===== config.mk =====
export PLATFORM = sky130hd
export DESIGN_NAME = rename_ctrl_flat
export DESIGN_NICKNAME = d
export VERILOG_FILES = /design/src/rtl/rename_ctrl_if.sv /design/src/rtl/rename_ctrl.sv /design/src/flat_wrapper.sv
export SDC_FILE = /design/constraint.sdc
export NUM_CORES = 1
export LEC_CHECK = 0
export BUFFER_PORTS_ARGS = -buffer_cell sky130_fd_sc_hd__buf_2
export CAP_MARGIN = 20
export CORE_MARGIN = 1.5
export CORE_UTILIZATION = 52
export DETAILED_ROUTE_END_ITERATION = 7
export PLACE_DENSITY = 0.79
export SYNTH_ARGS = -nofsm -noshare
export SYNTH_HDL_FRONTEND = slang
export SYNTH_SLANG_ARGS = --single-unit

===== constraint.sdc =====
create_clock -name clk -period 8 [get_ports clk]
set_input_delay 1.2 -clock clk [delete_from_list [all_inputs] [get_ports clk]]
set_output_delay 1.2 -clock clk [all_outputs]
set_load 0.005 [all_outputs]

===== src/rtl/rename_ctrl_if.sv =====
// Dispatch, RAT, ROB and flush signals between decode/ROB and the rename controller.
interface rename_ctrl_if #(
  parameter int ROBSIZE = 8
);
  logic               i_valid;
  logic               o_ready;
  logic               i_rd_we;
  logic [4:0]         i_rd;
  logic               o_rat_we;
  logic [4:0]         o_rat_rd;
  logic [ROBSIZE-1:0] o_rat_rob_addr;
  logic               o_rat_rob_or_rf;
  logic               o_rob_alloc_en;
  logic [ROBSIZE-1:0] o_rob_alloc_addr;
  logic               i_commit_en;
  logic [ROBSIZE-1:0] i_commit_rob_addr;
  logic               i_flush;
  logic               o_rat_flush;
  logic [ROBSIZE:0]   o_count;
  logic               o_err;

  // Decode/ROB side: drives requests, commits and flushes.
  modport master (
    output i_valid, i_rd_we, i_rd, i_commit_en, i_commit_rob_addr, i_flush,
    input  o_ready, o_rat_we, o_rat_rd, o_rat_rob_addr, o_rat_rob_or_rf,
           o_rob_alloc_en, o_rob_alloc_addr, o_rat_flush, o_count, o_err
  );

  // Rename controller side.
  modport slave (
    input  i_valid, i_rd_we, i_rd, i_commit_en, i_commit_rob_addr, i_flush,
    output o_ready, o_rat_we, o_rat_rd, o_rat_rob_addr, o_rat_rob_or_rf,
           o_rob_alloc_en, o_rob_alloc_addr, o_rat_flush, o_count, o_err
  );
endinterface


===== src/rtl/rename_ctrl.sv =====
// Rename controller: allocates ROB tags at dispatch, writes the RAT,
// tracks ROB occupancy and commit order, and sequences pipeline flushes.
module rename_ctrl #(
  parameter int ROBSIZE     = 8,
  parameter int ROB_DEPTH   = 8,
  parameter int HOLD_CYCLES = 2
) (
  input logic          clk,
  input logic          rst,
  rename_ctrl_if.slave bus
);

  typedef enum logic [1:0] {RUN, FLUSH, HOLD} state_t;

  localparam logic [ROBSIZE:0]   FULL      = (ROBSIZE+1)'(ROB_DEPTH);
  localparam logic [ROBSIZE:0]   CNT_ONE   = (ROBSIZE+1)'(1);
  localparam logic [ROBSIZE-1:0] PTR_LAST  = ROBSIZE'(ROB_DEPTH - 1);
  localparam logic [ROBSIZE-1:0] PTR_ONE   = ROBSIZE'(1);
  localparam logic [3:0]         HOLD_INIT = 4'(HOLD_CYCLES);

  state_t             state;
  logic [ROBSIZE-1:0] head;
  logic [ROBSIZE-1:0] tail;
  logic [ROBSIZE:0]   count;
  logic               err;
  logic               rat_flush;
  logic [3:0]         hold_cnt;

  logic ready;
  logic accept;
  logic commit;
  logic rat_we;

  function automatic logic [ROBSIZE-1:0] ptr_next(input logic [ROBSIZE-1:0] p);
    return (p == PTR_LAST) ? '0 : p + PTR_ONE;
  endfunction

  // Handshake and commit qualification; a same-cycle commit never frees a slot for dispatch.
  always_comb begin
    ready  = (state == RUN) & ~bus.i_flush & (count != FULL);
    accept = bus.i_valid & ready;
    commit = bus.i_commit_en & (state == RUN) & ~bus.i_flush & (count != '0);
    rat_we = accept & bus.i_rd_we & (bus.i_rd != 5'd0);
  end

  assign bus.o_ready          = ready;
  assign bus.o_rob_alloc_en   = accept;
  assign bus.o_rob_alloc_addr = tail;
  assign bus.o_rat_we         = rat_we;
  assign bus.o_rat_rd         = rat_we ? bus.i_rd : 5'd0;
  assign bus.o_rat_rob_addr   = rat_we ? tail : '0;
  assign bus.o_rat_rob_or_rf  = rat_we;
  assign bus.o_rat_flush      = rat_flush;
  assign bus.o_count          = count;
  assign bus.o_err            = err;

  // Control FSM plus ROB pointers; the ROB is cleared on the edge that enters FLUSH,
  // so the flush pulse and the zeroed occupancy appear in the same cycle.
  always_ff @(posedge clk) begin
    if (rst) begin
      state     <= RUN;
      head      <= '0;
      tail      <= '0;
      count     <= '0;
      err       <= 1'b0;
      rat_flush <= 1'b0;
      hold_cnt  <= '0;
    end else if (bus.i_flush) begin
      state     <= FLUSH;
      head      <= '0;
      tail      <= '0;
      count     <= '0;
      rat_flush <= 1'b1;
      hold_cnt  <= '0;
    end else begin
      unique case (state)
        RUN: begin
          if (accept) tail <= ptr_next(tail);
          if (commit) begin
            head <= ptr_next(head);
            if (bus.i_commit_rob_addr != head) err <= 1'b1;
          end
          case ({accept, commit})
            2'b10:   count <= count + CNT_ONE;
            2'b01:   count <= count - CNT_ONE;
            default: count <= count;
          endcase
        end
        FLUSH: begin
          state     <= HOLD;
          rat_flush <= 1'b0;
          hold_cnt  <= HOLD_INIT;
        end
        HOLD: begin
          if (hold_cnt <= 4'd1) begin
            state    <= RUN;
            hold_cnt <= '0;
          end else begin
            hold_cnt <= hold_cnt - 4'd1;
          end
        end
        default: state <= RUN;
      endcase
    end
  end

endmodule


===== src/flat_wrapper.sv =====
// flat-port wrapper written by rule: the top's interface ports become plain ports
module rename_ctrl_flat 
#(
  parameter int ROBSIZE     = 8,
  parameter int ROB_DEPTH   = 8,
  parameter int HOLD_CYCLES = 2
)
  (clk, rst, bus_i_valid, bus_i_rd_we, bus_i_rd, bus_i_commit_en, bus_i_commit_rob_addr, bus_i_flush, bus_o_ready, bus_o_rat_we, bus_o_rat_rd, bus_o_rat_rob_addr, bus_o_rat_rob_or_rf, bus_o_rob_alloc_en, bus_o_rob_alloc_addr, bus_o_rat_flush, bus_o_count, bus_o_err);
  rename_ctrl_if #(.ROBSIZE(ROBSIZE)) bus_i ();
  input logic clk;
  input logic rst;
  input wire logic [$bits(bus_i.i_valid)-1:0] bus_i_valid;
  input wire logic [$bits(bus_i.i_rd_we)-1:0] bus_i_rd_we;
  input wire logic [$bits(bus_i.i_rd)-1:0] bus_i_rd;
  input wire logic [$bits(bus_i.i_commit_en)-1:0] bus_i_commit_en;
  input wire logic [$bits(bus_i.i_commit_rob_addr)-1:0] bus_i_commit_rob_addr;
  input wire logic [$bits(bus_i.i_flush)-1:0] bus_i_flush;
  output wire logic [$bits(bus_i.o_ready)-1:0] bus_o_ready;
  output wire logic [$bits(bus_i.o_rat_we)-1:0] bus_o_rat_we;
  output wire logic [$bits(bus_i.o_rat_rd)-1:0] bus_o_rat_rd;
  output wire logic [$bits(bus_i.o_rat_rob_addr)-1:0] bus_o_rat_rob_addr;
  output wire logic [$bits(bus_i.o_rat_rob_or_rf)-1:0] bus_o_rat_rob_or_rf;
  output wire logic [$bits(bus_i.o_rob_alloc_en)-1:0] bus_o_rob_alloc_en;
  output wire logic [$bits(bus_i.o_rob_alloc_addr)-1:0] bus_o_rob_alloc_addr;
  output wire logic [$bits(bus_i.o_rat_flush)-1:0] bus_o_rat_flush;
  output wire logic [$bits(bus_i.o_count)-1:0] bus_o_count;
  output wire logic [$bits(bus_i.o_err)-1:0] bus_o_err;
  assign bus_i.i_valid = bus_i_valid;
  assign bus_i.i_rd_we = bus_i_rd_we;
  assign bus_i.i_rd = bus_i_rd;
  assign bus_i.i_commit_en = bus_i_commit_en;
  assign bus_i.i_commit_rob_addr = bus_i_commit_rob_addr;
  assign bus_i.i_flush = bus_i_flush;
  assign bus_o_ready = bus_i.o_ready;
  assign bus_o_rat_we = bus_i.o_rat_we;
  assign bus_o_rat_rd = bus_i.o_rat_rd;
  assign bus_o_rat_rob_addr = bus_i.o_rat_rob_addr;
  assign bus_o_rat_rob_or_rf = bus_i.o_rat_rob_or_rf;
  assign bus_o_rob_alloc_en = bus_i.o_rob_alloc_en;
  assign bus_o_rob_alloc_addr = bus_i.o_rob_alloc_addr;
  assign bus_o_rat_flush = bus_i.o_rat_flush;
  assign bus_o_count = bus_i.o_count;
  assign bus_o_err = bus_i.o_err;
  rename_ctrl #(.ROBSIZE(ROBSIZE), .ROB_DEPTH(ROB_DEPTH), .HOLD_CYCLES(HOLD_CYCLES)) u_core (.clk(clk), .rst(rst), .bus(bus_i));
endmodule

Word level (Yosys, flattened, before mapping)
Cells that the tools add are included.
- muxes and demuxes: 12
- bitwise operators: 10
- add/subtract/negate cells: 5
- order comparisons: 1
- eq/ne operators: 11
- reductions and logical operators: 13
- operators with widths (operator ; count):
    8-bit 2-to-1 mux ; 3
    9-bit one-hot mux with 2 select lines ; 1
    8-bit by 1-bit adder with 8-bit output, second input constant ; 2
    8-bit by 3-bit == test with 1-bit output, second input constant ; 2
    2-bit AND reduction ; 5
    9-bit by 1-bit adder with 9-bit output, second input constant ; 1
    9-bit by 4-bit inequality test with 1-bit output, second input constant ; 1
    9-bit nonzero test ; 1
    9-bit by 1-bit subtractor with 9-bit output, second input constant ; 1
    1-bit AND ; 8
    8-bit inequality test ; 1
    4-bit one-hot mux with 2 select lines ; 1
    2-bit one-hot mux with 3 select lines ; 1
    2-bit nonzero test ; 3
    5-bit 2-to-1 mux ; 1
    5-bit nonzero test ; 1
    2-bit by 1-bit == test with 1-bit output, second input constant ; 2
    2-bit == test, second input constant ; 2
    4-bit by 1-bit less-or-equal comparator with 1-bit output, second input constant ; 1
    4-bit 2-to-1 mux ; 1
    4-bit AND reduction ; 1
    4-bit by 1-bit subtractor with 4-bit output, second input constant ; 1
    1-bit 2-to-1 mux ; 3
    3-bit by 2-bit inequality test with 1-bit output, second input constant ; 1
    6 further kinds ; 7
- word-level logic and storage cells: 60
- input bits: 19
- register bits after elaboration: 33
- output and inout bits: 36

Logic depth before layout (Yosys ltp)
Gate-level depths: netlist (run 1).
- depth in word-level cells: 7
- depth in mapped cells: 13

Worst setup path before layout (run 1)
No wires, ideal clock.
- path type: input to register
- start: input port bus_i_flush
- end: register u_core.count[8], in the netlist u_core.bus.o_count[8]
- stages on the path: 11
- data required time: 7870 ps
- path slack: 4568 ps
- arrival: 3303 ps
- library setup time: 130 ps
- buffers on the path: 0
- cells stage by stage: nand3b_4 -> a31oi_4 -> ha_1 -> inv_1 -> fa_1 -> nor2b_1 -> o2111ai_1 -> and3_1 -> o211a_1 -> o21ai_0 -> o31ai_1
- cells in the longest elaborated chain, start to end: 7
- elaborated cells between the ends (all ways): 12
- ends and longest elaborated chain (what ; line ; RTL):
    from (decl) ; flat_wrapper.sv:17 ; input wire logic [$bits(bus_i.i_flush)-1:0] bus_i_flush;
    1-bit NOT ; rename_ctrl.sv:40, rename_ctrl.sv:42 ;
    1-bit AND (2 in series) ; rename_ctrl.sv:40 ; ready = (state == RUN) & ~bus.i_flush & (count != FULL);
    1-bit AND ; rename_ctrl.sv:41 ; accept = bus.i_valid & ready;
    2-bit == test / 2-bit by 1-bit == test with 1-bit output (equally long branches) ; rename_ctrl.sv:83 ; case ({accept, commit})
    2-bit nonzero test (no source line) ; n/a ;
    2-bit AND reduction (no source line) ; n/a ;
    to (signal assigned) ; rename_ctrl.sv:84 ; 2'b10: count <= count + CNT_ONE;
    to (signal assigned) ; rename_ctrl.sv:85 ; 2'b01: count <= count - CNT_ONE;
    to (signal assigned) ; rename_ctrl.sv:86 ; default: count <= count;
    to (decl) ; rename_ctrl.sv:24 ; logic [ROBSIZE:0] count;
Several ways; a longest one is shown, not always the timed one.
A chain may end at the register's enable or synchronous reset.

Final worst setup path (run 1)
- start: input port bus_i_flush
- end: output port bus_o_rat_rob_addr[0]
- cells in the longest elaborated chain, start to end: 7
- ends and longest elaborated chain (what ; line ; RTL):
    1-bit NOT ; rename_ctrl.sv:40 ;
    1-bit AND (2 in series) ; rename_ctrl.sv:40 ;
    1-bit AND ; rename_ctrl.sv:41 ;
    1-bit AND (2 in series) ; rename_ctrl.sv:43 ; rat_we = accept & bus.i_rd_we & (bus.i_rd != 5'd0);
    8-bit 2-to-1 mux ; rename_ctrl.sv:51 ; assign bus.o_rat_rob_addr = rat_we ? tail : '0;
    to (decl) ; flat_wrapper.sv:21 ; output wire logic [$bits(bus_i.o_rat_rob_addr)-1:0] bus_o_rat_rob_addr;
Every way passes these cells.

==> impl_summary.log, run 1 <==
INFO  metric result_of_the_run = finished clean
INFO  metric maximum_number_of_pins_on_one_net_before_global_route_repair = 21
INFO  metric timing_hold_violations_final = 0
INFO  metric post_synth_inst_count = around 250
INFO  metric grt_setup_unrepaired = false
INFO  metric cts.sinks = 33
INFO  metric routed_wire_length_per_instance = around 12 microns
INFO  metric drt-initial-drc-count = between 100 and 150
INFO  metric ir_worst_vdd = about 120 uV
INFO  metric r2r_end = u_core.bus.o_count[8]
INFO  metric initial_core_util = a little under three fifths
INFO  metric setup.worst_path.start = bus_i_flush
INFO  metric grt_first_pass_wirelength = approximately 7.0 mm
INFO  metric ys_types = 45
INFO  metric dp_hpwl = 3.20 mm
INFO  metric timing.critical_path.buf_inv = 3
INFO  metric critical_path_depth = 8
INFO  metric cts_max_path_buffers = 2
INFO  metric vias = 1859
INFO  metric critical_path.max_fanout = 14
INFO  metric number_of_enable_flip_flop_cells_after_synthesis = 0
INFO  metric dominantRegCellSynth = dfxtp_1
INFO  metric drc_errors = 0
INFO  metric regToRegStartpoint = u_core.state[0]
INFO  metric dieArea = 4380 sq um
INFO  metric maxCapViolCount = 0
INFO  metric finalClockSkew = between 6 and 7 ps
INFO  metric cp_cell_sequence = buf_2 > and2b_1 > nand3_2 > inv_2 > nand2_1 > a21oi_1 > and2_1 > buf_2
INFO  metric dieWidth = between 60 and 70 microns
INFO  metric grt_remaining_overflow = 0
INFO  metric hold_path_class = flip-flop to flip-flop
INFO  metric timing.critical_path.to_type = output port
INFO  metric finalNetCount = approximately 340
INFO  metric drt.antenna.violating_nets = 0
INFO  metric final_min_period_over_clock_period = between 40 and 50%
INFO  metric critical_path_arrival = approximately 2600 ps
INFO  metric post-route-cell-area = ~2500 sq um
INFO  metric number_of_cts_inserted_buffers = 5
INFO  metric number_of_vias_per_cell_after_detailed_routing = approximately 5.3
INFO  metric routabilityCongestion = 0.831
INFO  metric ys.warnings.count = 0
INFO  metric layout-drive-gt1-share = between 20 and 25%
INFO  metric tmin_final = about 3800 ps
INFO  metric worst_path_largest_cell_delay = approximately 390 ps
INFO  metric crit_slowest_cell = a21oi_1
INFO  metric synth_seq_area_share = about a third
INFO  metric post_synth.cell_area_avg = 8.44 sq um
INFO  metric fin_tns_setup = 0 ps
INFO  metric synthToLayoutAreaGrowth = 19.3%
INFO  metric grt_antenna_before_repair = 0
INFO  metric placed_cell_area = 2370 sq um
INFO  metric synthesis.area = 2080 sq um
INFO  metric crit_path_start_kind = primary input
INFO  metric power.leakage = between 0.001 and 0.0015 uW
INFO  metric via_count_of_the_first_global_routing_pass = 1623
INFO  metric post_cts_buffers = 0
INFO  metric worstSetupEndpoint = bus_o_rat_rob_addr[0]
INFO  metric placement_rows = 22
INFO  metric worst_setup_hold_path_clk_slew = 70 ps
INFO  metric fillCellCount = around 330
INFO  metric overall_die_height = 66.2 microns
INFO  metric crit_required = just under 7000 ps
INFO  metric cp_top_family = simple AND/OR/NAND/NOR gates
INFO  metric asyncSetResetFlopFracSynth = 0%
INFO  metric cts_resized = 0
INFO  metric report.final.setup_viol = 0
INFO  metric syn_nets = roughly 280
INFO  metric num_io_pins = 55
INFO  metric slew_worst_pin = roughly 630 ps
INFO  metric io_buffers = 54
INFO  metric timing.final.max_slew_violations = 0
INFO  metric htree_levels = 2
INFO  metric global_route.usage.total = roughly a fifth
INFO  metric worst-r2r-cell-count = 13
INFO  metric power_per_cell_area = 143 nW/um^2
INFO  metric timing.reg2reg.setup_slack = a little under 5000 ps
INFO  metric timing_worst_setup_path_type = primary input to output port
INFO  metric clock_latency = 290 ps
INFO  metric insertedDiodeCount = 0
INFO  metric slew_headroom = ~58%
INFO  metric first_pass_detailed_route_iteration_total = 4
INFO  metric core-area = 3740 sq um
INFO  metric post_cts_hold_buffer_count = 0
INFO  metric yosys_register_bits = 33
INFO  metric crit_path_frequent_cell = buf_2
INFO  metric clock_tree_root_driver_cell = clkbuf_8
INFO  metric clock_tree_from_tritoncts = yes
INFO  metric maxClockFrequency = around 260 MHz
INFO  metric totalWireLength = between 4 and 5 mm
power by group:
group / leakage, uW / total [uW] / internal (uW) / switching, uW
logic: 0.000853 / 35.1 / 15.6 / 19.5
clock network: 0.0000540 / 151 / 90.4 / 60.2
registers: 0.000267 / 169 / 167 / 2.27
total: 0.00117 / 355 / 273 / 81.9
synth_stat cells, types with 2 or more instances:
cell | count | area share (%)
xnor2_1 | 8 | 3.4
nor2b_1 | 2 | 0.60
dfxtp_1 | 33 | 32
and2_1 | 9 | 2.7
nand4_1 | 3 | 0.90
mux2i_1 | 2 | 0.96
or2_2 | 2 | 0.60
nand2b_1 | 3 | 0.90
nand3_1 | 7 | 1.7
a21oi_1 | 15 | 3.6
nor4_1 | 3 | 0.90
nor3_1 | 6 | 1.4
a211oi_1 | 2 | 0.72
nor2_1 | 28 | 5.1
nor4_4 | 3 | 3.1
clkbuf_1 | 4 | 0.72
o21ai_0 | 14 | 3.4
xor2_1 | 17 | 7.2
or3_1 | 5 | 1.5
nand2_1 | 24 | 4.3
nand3_2 | 2 | 0.96
and3_1 | 8 | 2.4
inv_1 | 10 | 1.8
ha_1 | 15 | 9.0
cells by family after synthesis:
| family | count (synthesis) | share of synthesized area (%) |
|---|---|---|
| AO/OA/AOI/OAI | 41 | 12.3 |
| XOR/XNOR | 25 | 10.5 |
| flip-flops | 33 | 31.8 |
| multiplexers | 3 | 1.69 |
| buffers and inverters | 17 | 3.61 |
| AND/OR/NAND/NOR | 111 | 30.1 |
| adder cells (fa/ha/maj) | 16 | 10.0 |
stage by stage:
step	setup WS, ps	util, %	cells	total power, uW	hold WS [ps]
2_1_floorplan	4570	-	246	196	460
3_3_place_gp	4170	63.4	342	207	463
3_5_place_dp	4140	63.4	342	208	460
4_1_cts	4140	66.2	349	360	478
5_1_grt	3900	66.2	349	372	497
6_report	4160	66.2	349	355	469
area by class of cell:
| class | count | area, sq um | share of cell area (%) |
|---|---|---|---|
| timing repair buffer | 54 | 270 | 10.9 |
| inverter | 11 | 41.3 | 1.67 |
| clock inverter | 2 | 35.0 | 1.41 |
| sequential | 33 | 661 | 26.7 |
| tap | 48 | 60.1 | 2.42 |
| multi-input combinational | 196 | 1340 | 54.1 |
| clock buffer | 5 | 68.8 | 2.78 |
worst reg2reg max path, stage by stage (launching register included):
cell       delay (ps)
dfxtp_1           320
inv_1              80
ha_1              270
nand3b_4          100
a31oi_4           270
ha_1              440
inv_1             100
fa_1              400
nor2b_1           200
o2111ai_1         150
and3_1            180
o211a_1           210
o21ai_0           140
o31ai_1            80
flip-flops by register name, indices dropped and copies added, names as in the netlist:
register	count
u_core.hold_cnt	4
u_core.bus.o_rat_flush	1
u_core.state	2
u_core.bus.o_err	1
u_core.head	8
u_core.bus.o_rob_alloc_addr	8
u_core.bus.o_count	9
cell usage in the layout, fill, tap and decap left out, types with 2 or more instances in the layout:
master / instances
xor2_1: 17
nor4_4: 3
or2_2: 2
nor2_1: 28
nand2_1: 24
xnor2_1: 8
nand2b_1: 3
clkbuf_8: 5
mux2i_1: 2
nand3_2: 2
and2_1: 9
nand4_1: 3
or3_1: 5
nor2b_1: 2
buf_2: 54
dfxtp_1: 33
nand3_1: 7
a21oi_1: 15
nor3_1: 6
nor4_1: 3
o21ai_0: 14
ha_1: 15
inv_1: 10
and3_1: 8
a211oi_1: 2
how the worst min path moves through the flow:
stage	end	cells after the start	from	slack, ps
final	u_core.bus.o_err	2	u_core.bus.o_err	470
after global routing	u_core.bus.o_err	2	u_core.bus.o_err	500
after CTS	u_core.bus.o_err	2	u_core.bus.o_err	480
after detailed placement	u_core.bus.o_err	2	u_core.bus.o_err	460
after global placement	u_core.bus.o_err	2	u_core.bus.o_err	460
after floorplan	u_core.bus.o_err	2	u_core.bus.o_err	460
metal layers:
metal / share of wire, % / up-vias / track usage (%)
li1: - / 962 / -
met1: 47 / 846 / 25.8
met2: 46 / 45 / 34.4
met3: 5.3 / 6 / 4.94
met4: 1.6 / 0 / 7.91
met5: 0 / - / 0
(Power assumes the default switching activity.)
==> inputs of run 2 (changes only) <==
--- a/config.mk
+++ b/config.mk
@@ -5,12 +5,13 @@
 export SDC_FILE = /design/constraint.sdc
 export NUM_CORES = 1
 export LEC_CHECK = 0
+export ABC_AREA = 1
 export BUFFER_PORTS_ARGS = -buffer_cell sky130_fd_sc_hd__buf_2
 export CAP_MARGIN = 20
 export CORE_MARGIN = 1.5
-export CORE_UTILIZATION = 52
+export CORE_UTILIZATION = 50
 export DETAILED_ROUTE_END_ITERATION = 7
-export PLACE_DENSITY = 0.79
+export PLACE_DENSITY = 0.77
 export SYNTH_ARGS = -nofsm -noshare
 export SYNTH_HDL_FRONTEND = slang
 export SYNTH_SLANG_ARGS = --single-unit
==> constraint.sdc (replaced) <==
create_clock -name clk -period 3.32 [get_ports clk]
set_input_delay 0.498 -clock clk [delete_from_list [all_inputs] [get_ports clk]]
set_output_delay 0.498 -clock clk [all_outputs]
set_load 0.005 [all_outputs]
==> run 2 against run 1 <==
- routed wire length rose by 29%
- sequential power increased by 150%
- combinational power rose to 4.8 times the previous value
- clock power rose to 2.6 times the previous value
- global-route usage rose by 0.25 points
- design area increased by 18%
- non-clock buffer count up 2
- sequential share of layout area shrank 4.1 points
- worst hold slack got worse by 64 ps
- die area rose by 25%
- critical path depth is the same
- worst setup slack worse by 3500 ps
- largest power group unchanged
==> impl_summary.log, run 2 <==
INFO  metric result_of_the_run = finished clean
INFO  metric timing.final.max_slew_violations = 0
INFO  metric routabilityCongestion = about 0.91
INFO  metric worst-r2r-cell-count = 17
INFO  metric synth_most_common_cell = nand2_1
INFO  metric finalClockSkew = roughly 6.6 ps
INFO  metric io_buffers = between 50 and 60
INFO  metric layout.area.seq = ~660 sq um
INFO  metric drt.antenna.violating_nets = 0
INFO  metric critical_path.max_fanout = 14
INFO  metric cts_resized = 0
INFO  metric grt_first_pass_wirelength = 9.01 mm
INFO  metric final_common_cell = nand2_1
INFO  metric clock_tree_root_driver_cell = clkbuf_8
INFO  metric num_io_pins = 55
INFO  metric timing_hold_violations_final = 0
INFO  metric slew_headroom = between 30% and 40%
INFO  metric tmin_final = ~2700 ps
INFO  metric yosys.area.top_type_share = 26.3%
INFO  metric timing_worst_setup_path_type = flip-flop to output port
INFO  metric maxClockFrequency = ~370 MHz
INFO  metric setup.worst_path.start = u_core.state[0]
INFO  metric asyncSetResetFlopFracSynth = 0%
INFO  metric clock_latency = between 200 and 300 ps
INFO  metric drc_errors = 0
INFO  metric cts_max_path_buffers = 2
INFO  metric first_pass_detailed_route_iteration_total = 4
INFO  metric post-route-cell-area = 2920 sq um
INFO  metric fillCellCount = ~470
INFO  metric number_of_enable_flip_flop_cells_after_synthesis = 0
INFO  metric post_cts_buffers = 0
INFO  metric totalWireLength = approximately 5.4 mm
INFO  metric timing.reg2reg.setup_slack = roughly 650 ps
INFO  metric report.final.setup_viol = 0
INFO  metric whs_path_depth = 2
INFO  metric ir_worst_vdd = slightly above 300 uV
INFO  metric initial_core_util = 52.5%
INFO  metric insertedDiodeCount = 0
INFO  metric core-area = 4790 sq um
INFO  metric hold_path_class = primary input to flip-flop
INFO  metric ys.warnings.count = 0
INFO  metric via_count_of_the_first_global_routing_pass = 2078
INFO  metric critical_path_arrival = roughly 2200 ps
INFO  metric post_synth.cell_area_avg = approximately 6.4 sq um
INFO  metric crit_required = 2820 ps
INFO  metric vias = approximately 2500
INFO  metric grt_remaining_overflow = 0
INFO  metric drt-initial-drc-count = 188
INFO  metric grt_antenna_before_repair = 0
INFO  metric r2r_end = u_core.bus.o_count[8]
INFO  metric routed_wire_length_per_instance = around 11 microns
INFO  metric power_per_cell_area = 335 nW/um^2
INFO  metric largest_register_ff_count = 9
INFO  metric power.leakage = 0.00155 uW
INFO  metric htree_levels = 2
INFO  metric synthesis.area = between 2000 and 3000 sq um
INFO  metric maximum_number_of_pins_on_one_net_before_global_route_repair = 16
INFO  metric synthToLayoutAreaGrowth = 16.4%
INFO  metric cts.sinks = 33
INFO  metric yosys_register_bits = 33
INFO  metric clock_tree_from_tritoncts = yes
INFO  metric hold_start = rst
INFO  metric synth_seq_area_share = about a quarter
INFO  metric synth.cells.most_frequent = nand2_1 (113), inv_1 (72), nor2_1 (37)
INFO  metric timing.hold.worst_endpoint = u_core.bus.o_rat_flush
INFO  metric number_of_cts_inserted_buffers = 5
INFO  metric post_cts_hold_buffer_count = 0
INFO  metric finalNetCount = ~480
INFO  metric multi_input_comb_area = ~1500 sq um
INFO  metric dieWidth = approximately 74 microns
INFO  metric maxCapViolCount = 0
INFO  metric synth_top_cell_by_area = dfxtp_1
INFO  metric placed_cell_area = 2810 sq um
INFO  metric dp_hpwl = approximately 4.1 mm
INFO  metric ys_types = 30
INFO  metric synth.top_cells.by_area = dfxtp_1 (26%), nand2_1 (17%), inv_1 (11%)
INFO  metric global_route.usage.total = a little over a fifth
INFO  metric slew_worst_pin = slightly above 900 ps
INFO  metric overall_die_height = roughly 74 microns
INFO  metric dieArea = 5460 sq um
INFO  metric syn_nets = ~430
INFO  metric grt_setup_unrepaired = false
INFO  metric dominantRegCellSynth = dfxtp_1
INFO  metric placement_rows = 25
INFO  metric layout.cells.most_common_list = nand2_1 (113), inv_1 (72), buf_2 (54)
INFO  metric fin_tns_setup = 0 ps
INFO  metric final_min_period_over_clock_period = a little over 80%
INFO  metric crit_path_start_kind = flip-flop
INFO  metric number_of_vias_per_cell_after_detailed_routing = approximately 4.8
INFO  metric regToRegStartpoint = u_core.state[0]
INFO  metric post_synth_inst_count = 394
INFO  metric timing.critical_path.to_type = output port
INFO  metric worst_setup_hold_path_clk_slew = 70 ps
INFO  metric layout-drive-gt1-share = about a fifth
run 2: changes by cell type after synthesis, sizes merged, moves of 7 or more:
cell	previous run	this run
buf	2	9
and3	8	0
xor2	17	8
nand3	9	17
nand2	25	116
nand4	3	14
a21oi	15	26
nor3	6	14
inv	11	75
and2	9	0
nor2	29	43
run 2: worst max-delay path: stages, from the launching register on:
cell	delay (ps)
dfxtp_1	340
inv_1	90
ha_1	190
inv_2	70
nor2_2	150
buf_4	210
nand4_2	420
nor3_1	270
buf_2	150
run 2: logic make-up after synthesis:
group                    share of synthesized area [%]
AND/OR/NAND/NOR                                   37.9
adder cells (fa/ha/maj)                           8.27
buffers and inverters                             14.5
XOR/XNOR                                          5.58
flip-flops                                        26.3
AO/OA/AOI/OAI                                     7.42
run 2: routing by layer:
metal | routed length [microns] | track usage [%]
met1 | 2620 | 28.0
met2 | 2470 | 34.9
met3 | 270 | 3.98
met4 | 60 | 4.94
met5 | 0 | 0
run 2: area by class of cell:
class                   instances  share of cell area [%]
flip-flops and latches         33                    22.6
clock buffers                   5                    2.35
clock inverters                 3                    1.58
well taps                      67                    2.87
multi-input cells             276                    51.0
inverters                      76                    9.84
repair buffers                 56                    9.76
run 2: worst max path at each step:
stage | endpoint | depth (start not counted)
final | bus_o_rat_rob_addr[1] | 8
after CTS | bus_o_rat_rob_addr[0] | 8
after global placement | u_core.bus.o_count[6] | 15
after detailed placement | u_core.bus.o_count[6] | 17
after global routing | u_core.bus.o_count[6] | 16
after floorplan | u_core.bus.o_count[8] | 17
run 2: where the power goes:
group / internal, uW / switching, uW
clock: 225 / 170
sequential: 408 / 11.4
combinational: 64.1 / 103
total: 696 / 284
run 2: per-stage QoR:
step / std cells / setup WS [ps] / total power [uW] / utilization (%) / hold WS (ps)
floorplan: 394 / 934 / 549 / - / 441
global placement: 508 / 696 / 591 / 58.7 / 434
detailed placement: 508 / 642 / 596 / 58.7 / 446
CTS: 516 / 609 / 990 / 61.1 / 399
global route: 516 / 408 / 1030 / 61.1 / 411
finish: 516 / 642 / 981 / 61.1 / 405
==> inputs of run 3 (changes only) <==
--- a/config.mk
+++ b/config.mk
@@ -9,7 +9,7 @@
 export BUFFER_PORTS_ARGS = -buffer_cell sky130_fd_sc_hd__buf_2
 export CAP_MARGIN = 20
 export CORE_MARGIN = 1.5
-export CORE_UTILIZATION = 50
+export CORE_UTILIZATION = 52
 export DETAILED_ROUTE_END_ITERATION = 7
 export PLACE_DENSITY = 0.77
 export SYNTH_ARGS = -nofsm -noshare
==> constraint.sdc (replaced) <==
create_clock -name clk -period 2.7 [get_ports clk]
set_input_delay 0.405 -clock clk [delete_from_list [all_inputs] [get_ports clk]]
set_output_delay 0.405 -clock clk [all_outputs]
set_load 0.005 [all_outputs]
==> run 3 against run 2 <==
- clock skew grew 4.5 ps
- worst hold slack lost 96 ps
- power grew 13%
- worst setup slack lost 420 ps
- routed wire length grew 3.4%
- clock power shrank 4%
- sequential share of layout area shrank 0.096 points
- die area shrank 3.7%
- critical endpoint is now u_core.bus.o_count[8]
- highest routed layer unchanged
==> impl_summary.log, run 3 (synthesized netlist as in run 2, its figures left out) <==
INFO  metric result_of_the_run = finished clean
INFO  metric post_cts_hold_buffer_count = 0
INFO  metric layout.cells.most_common_list = nand2_1 (113), inv_1 (72), buf_2 (54)
INFO  metric power.leakage = around 0.0016 uW
INFO  metric htree_levels = 2
INFO  metric number_of_vias_per_cell_after_detailed_routing = around 5
INFO  metric layout-drive-gt1-share = between 20% and 30%
INFO  metric slew_worst_pin = between 400 and 500 ps
INFO  metric crit_slowest_cell = fa_1
INFO  metric crit_required = between 2000 and 3000 ps
INFO  metric number_of_cts_inserted_buffers = 5
INFO  metric cts_resized = 0
INFO  metric insertedDiodeCount = 0
INFO  metric placement_rows = 25
INFO  metric fillCellCount = about 440
INFO  metric finalClockSkew = 11.1 ps
INFO  metric critical_path.max_fanout = 10
INFO  metric timing_worst_setup_path_type = flip-flop to flip-flop
INFO  metric clock_latency = ~300 ps
INFO  metric final.setup.worst_slack = ~220 ps
INFO  metric power_per_cell_area = around 380 nW/um^2
INFO  metric post-route-cell-area = 2940 sq um
INFO  metric final_common_cell = nand2_1
INFO  metric vias = 2534
INFO  metric placed_cell_area = roughly 2800 sq um
INFO  metric fin_tns_setup = 0 ps
INFO  metric slew_headroom = 67.4%
INFO  metric hold_start = rst
INFO  metric synthToLayoutAreaGrowth = 16.9%
INFO  metric overall_die_height = a little over 70 microns
INFO  metric pre_cts_slack = about 170 ps
INFO  metric cp_cell_sequence = inv_1 > ha_1 > nand2_1 > nor2_2 > nand2_4 > inv_4 > ha_2 > inv_1 > fa_1 > inv_1 > nand3_1 > nand2_1 > nand2_1 > nand3b_1 > nand3_1 > nand2_1 > inv_1
INFO  metric totalWireLength = approximately 5.6 mm
INFO  metric dp_hpwl = 4.27 mm
INFO  metric timing_hold_violations_final = 0
INFO  metric routed_wire_length_per_instance = 11.0 microns
INFO  metric hold_path_class = primary input to flip-flop
INFO  metric dieArea = about 5300 sq um
INFO  metric num_io_pins = 55
INFO  metric dieWidth = slightly above 70 microns
INFO  metric finalPower = about 1100 uW
INFO  metric worst_path_largest_cell_delay = 400 ps
INFO  metric maxClockFrequency = approximately 400 MHz
INFO  metric ir_worst_vdd = 258 uV
INFO  metric post_cts_buffers = 0
INFO  metric final_min_period_over_clock_period = 91.8%
INFO  metric report.final.setup_viol = 0
INFO  metric worst_setup_hold_path_clk_slew = about 70 ps
INFO  metric global_route.usage.total = 22.6%
INFO  metric layout.area.seq = between 600 and 700 sq um
INFO  metric tmin_final = roughly 2500 ps
INFO  metric core-area = 4690 sq um
INFO  metric maxCapViolCount = 0
INFO  metric timing.final.max_slew_violations = 0
INFO  metric timing.critical_path.to_type = flip-flop
INFO  metric via_count_of_the_first_global_routing_pass = 2213
INFO  metric initial_core_util = between 50% and 60%
INFO  metric drt-initial-drc-count = 159
INFO  metric drc_errors = 0
INFO  metric largest_register_ff_count = 9
INFO  metric finalNetCount = slightly below 500
INFO  metric clock_tree_root_driver_cell = clkbuf_8
INFO  metric cts_max_path_buffers = 2
INFO  metric routabilityCongestion = 0.988
INFO  metric regToRegStartpoint = u_core.state[1]
INFO  metric critical_path_arrival = 2680 ps
INFO  metric maximum_number_of_pins_on_one_net_before_global_route_repair = 16
INFO  metric setup.worst_path.start = u_core.state[1]
INFO  metric drt.antenna.violating_nets = 0
INFO  metric grt_remaining_overflow = 0
INFO  metric first_pass_detailed_route_iteration_total = 4
INFO  metric multi_input_comb_area = 1510 sq um
INFO  metric grt_antenna_before_repair = 0
INFO  metric cts.sinks = 33
INFO  metric crit_path_start_kind = flip-flop
INFO  metric clock_tree_from_tritoncts = yes
INFO  metric grt_first_pass_wirelength = between 9 and 10 mm
INFO  metric io_buffers = 54
INFO  metric grt_setup_unrepaired = false
run 3: layer usage:
metal  wire length, microns  up-vias  GRT usage, %  share of wire (%)
met1                   2510     1113          27.5                 45
met5                      0        -             0                  0
met4                    103        0          9.43                1.8
met2                   2640       73          38.5                 47
li1                       -     1337             -                  -
met3                    349       11          5.28                6.2
run 3: area by class of cell:
type / instances / share of cell area, %
flip-flops and latches: 33 / 22.5
well taps: 54 / 2.30
multi-input cells: 276 / 51.5
repair buffers: 61 / 11.0
inverters: 76 / 9.80
clock buffers: 5 / 2.34
clock inverters: 3 / 0.597
run 3: report_power, final:
part           total (uW)  switching (uW)  internal, uW  leakage (uW)
clock                 379             201           178     0.0000439
combinational         215             130          84.3       0.00124
sequential            515            13.9           501      0.000267
run 3: critical path, delay by kind of cell (launching register included):
kind / cells / cell delay [ps]
buffers and inverters: 5 / 390
AND/OR/NAND/NOR: 9 / 870
flip-flops: 1 / 320
adder cells (fa/ha/maj): 3 / 810
run 3: worst paths after layout:
| kind | endpoint | slack, ps | cells past startpoint |
|---|---|---|---|
| worst max-delay path | u_core.bus.o_count[8] | 220 | 17 |
| worst min-delay path | u_core.bus.o_rat_flush | 310 | 2 |
| worst max register to register | u_core.bus.o_count[8] | 220 | 17 |
| worst min register to register | u_core.bus.o_err | 450 | 2 |
run 3: stage by stage:
stage / hold WS (ps) / cells / utilization [%]
floorplan: 441 / 394 / -
global placement: 435 / 500 / 60.3
detailed placement: 444 / 500 / 60.3
CTS: 299 / 508 / 62.2
global route: 311 / 508 / 62.6
finish: 309 / 508 / 62.6
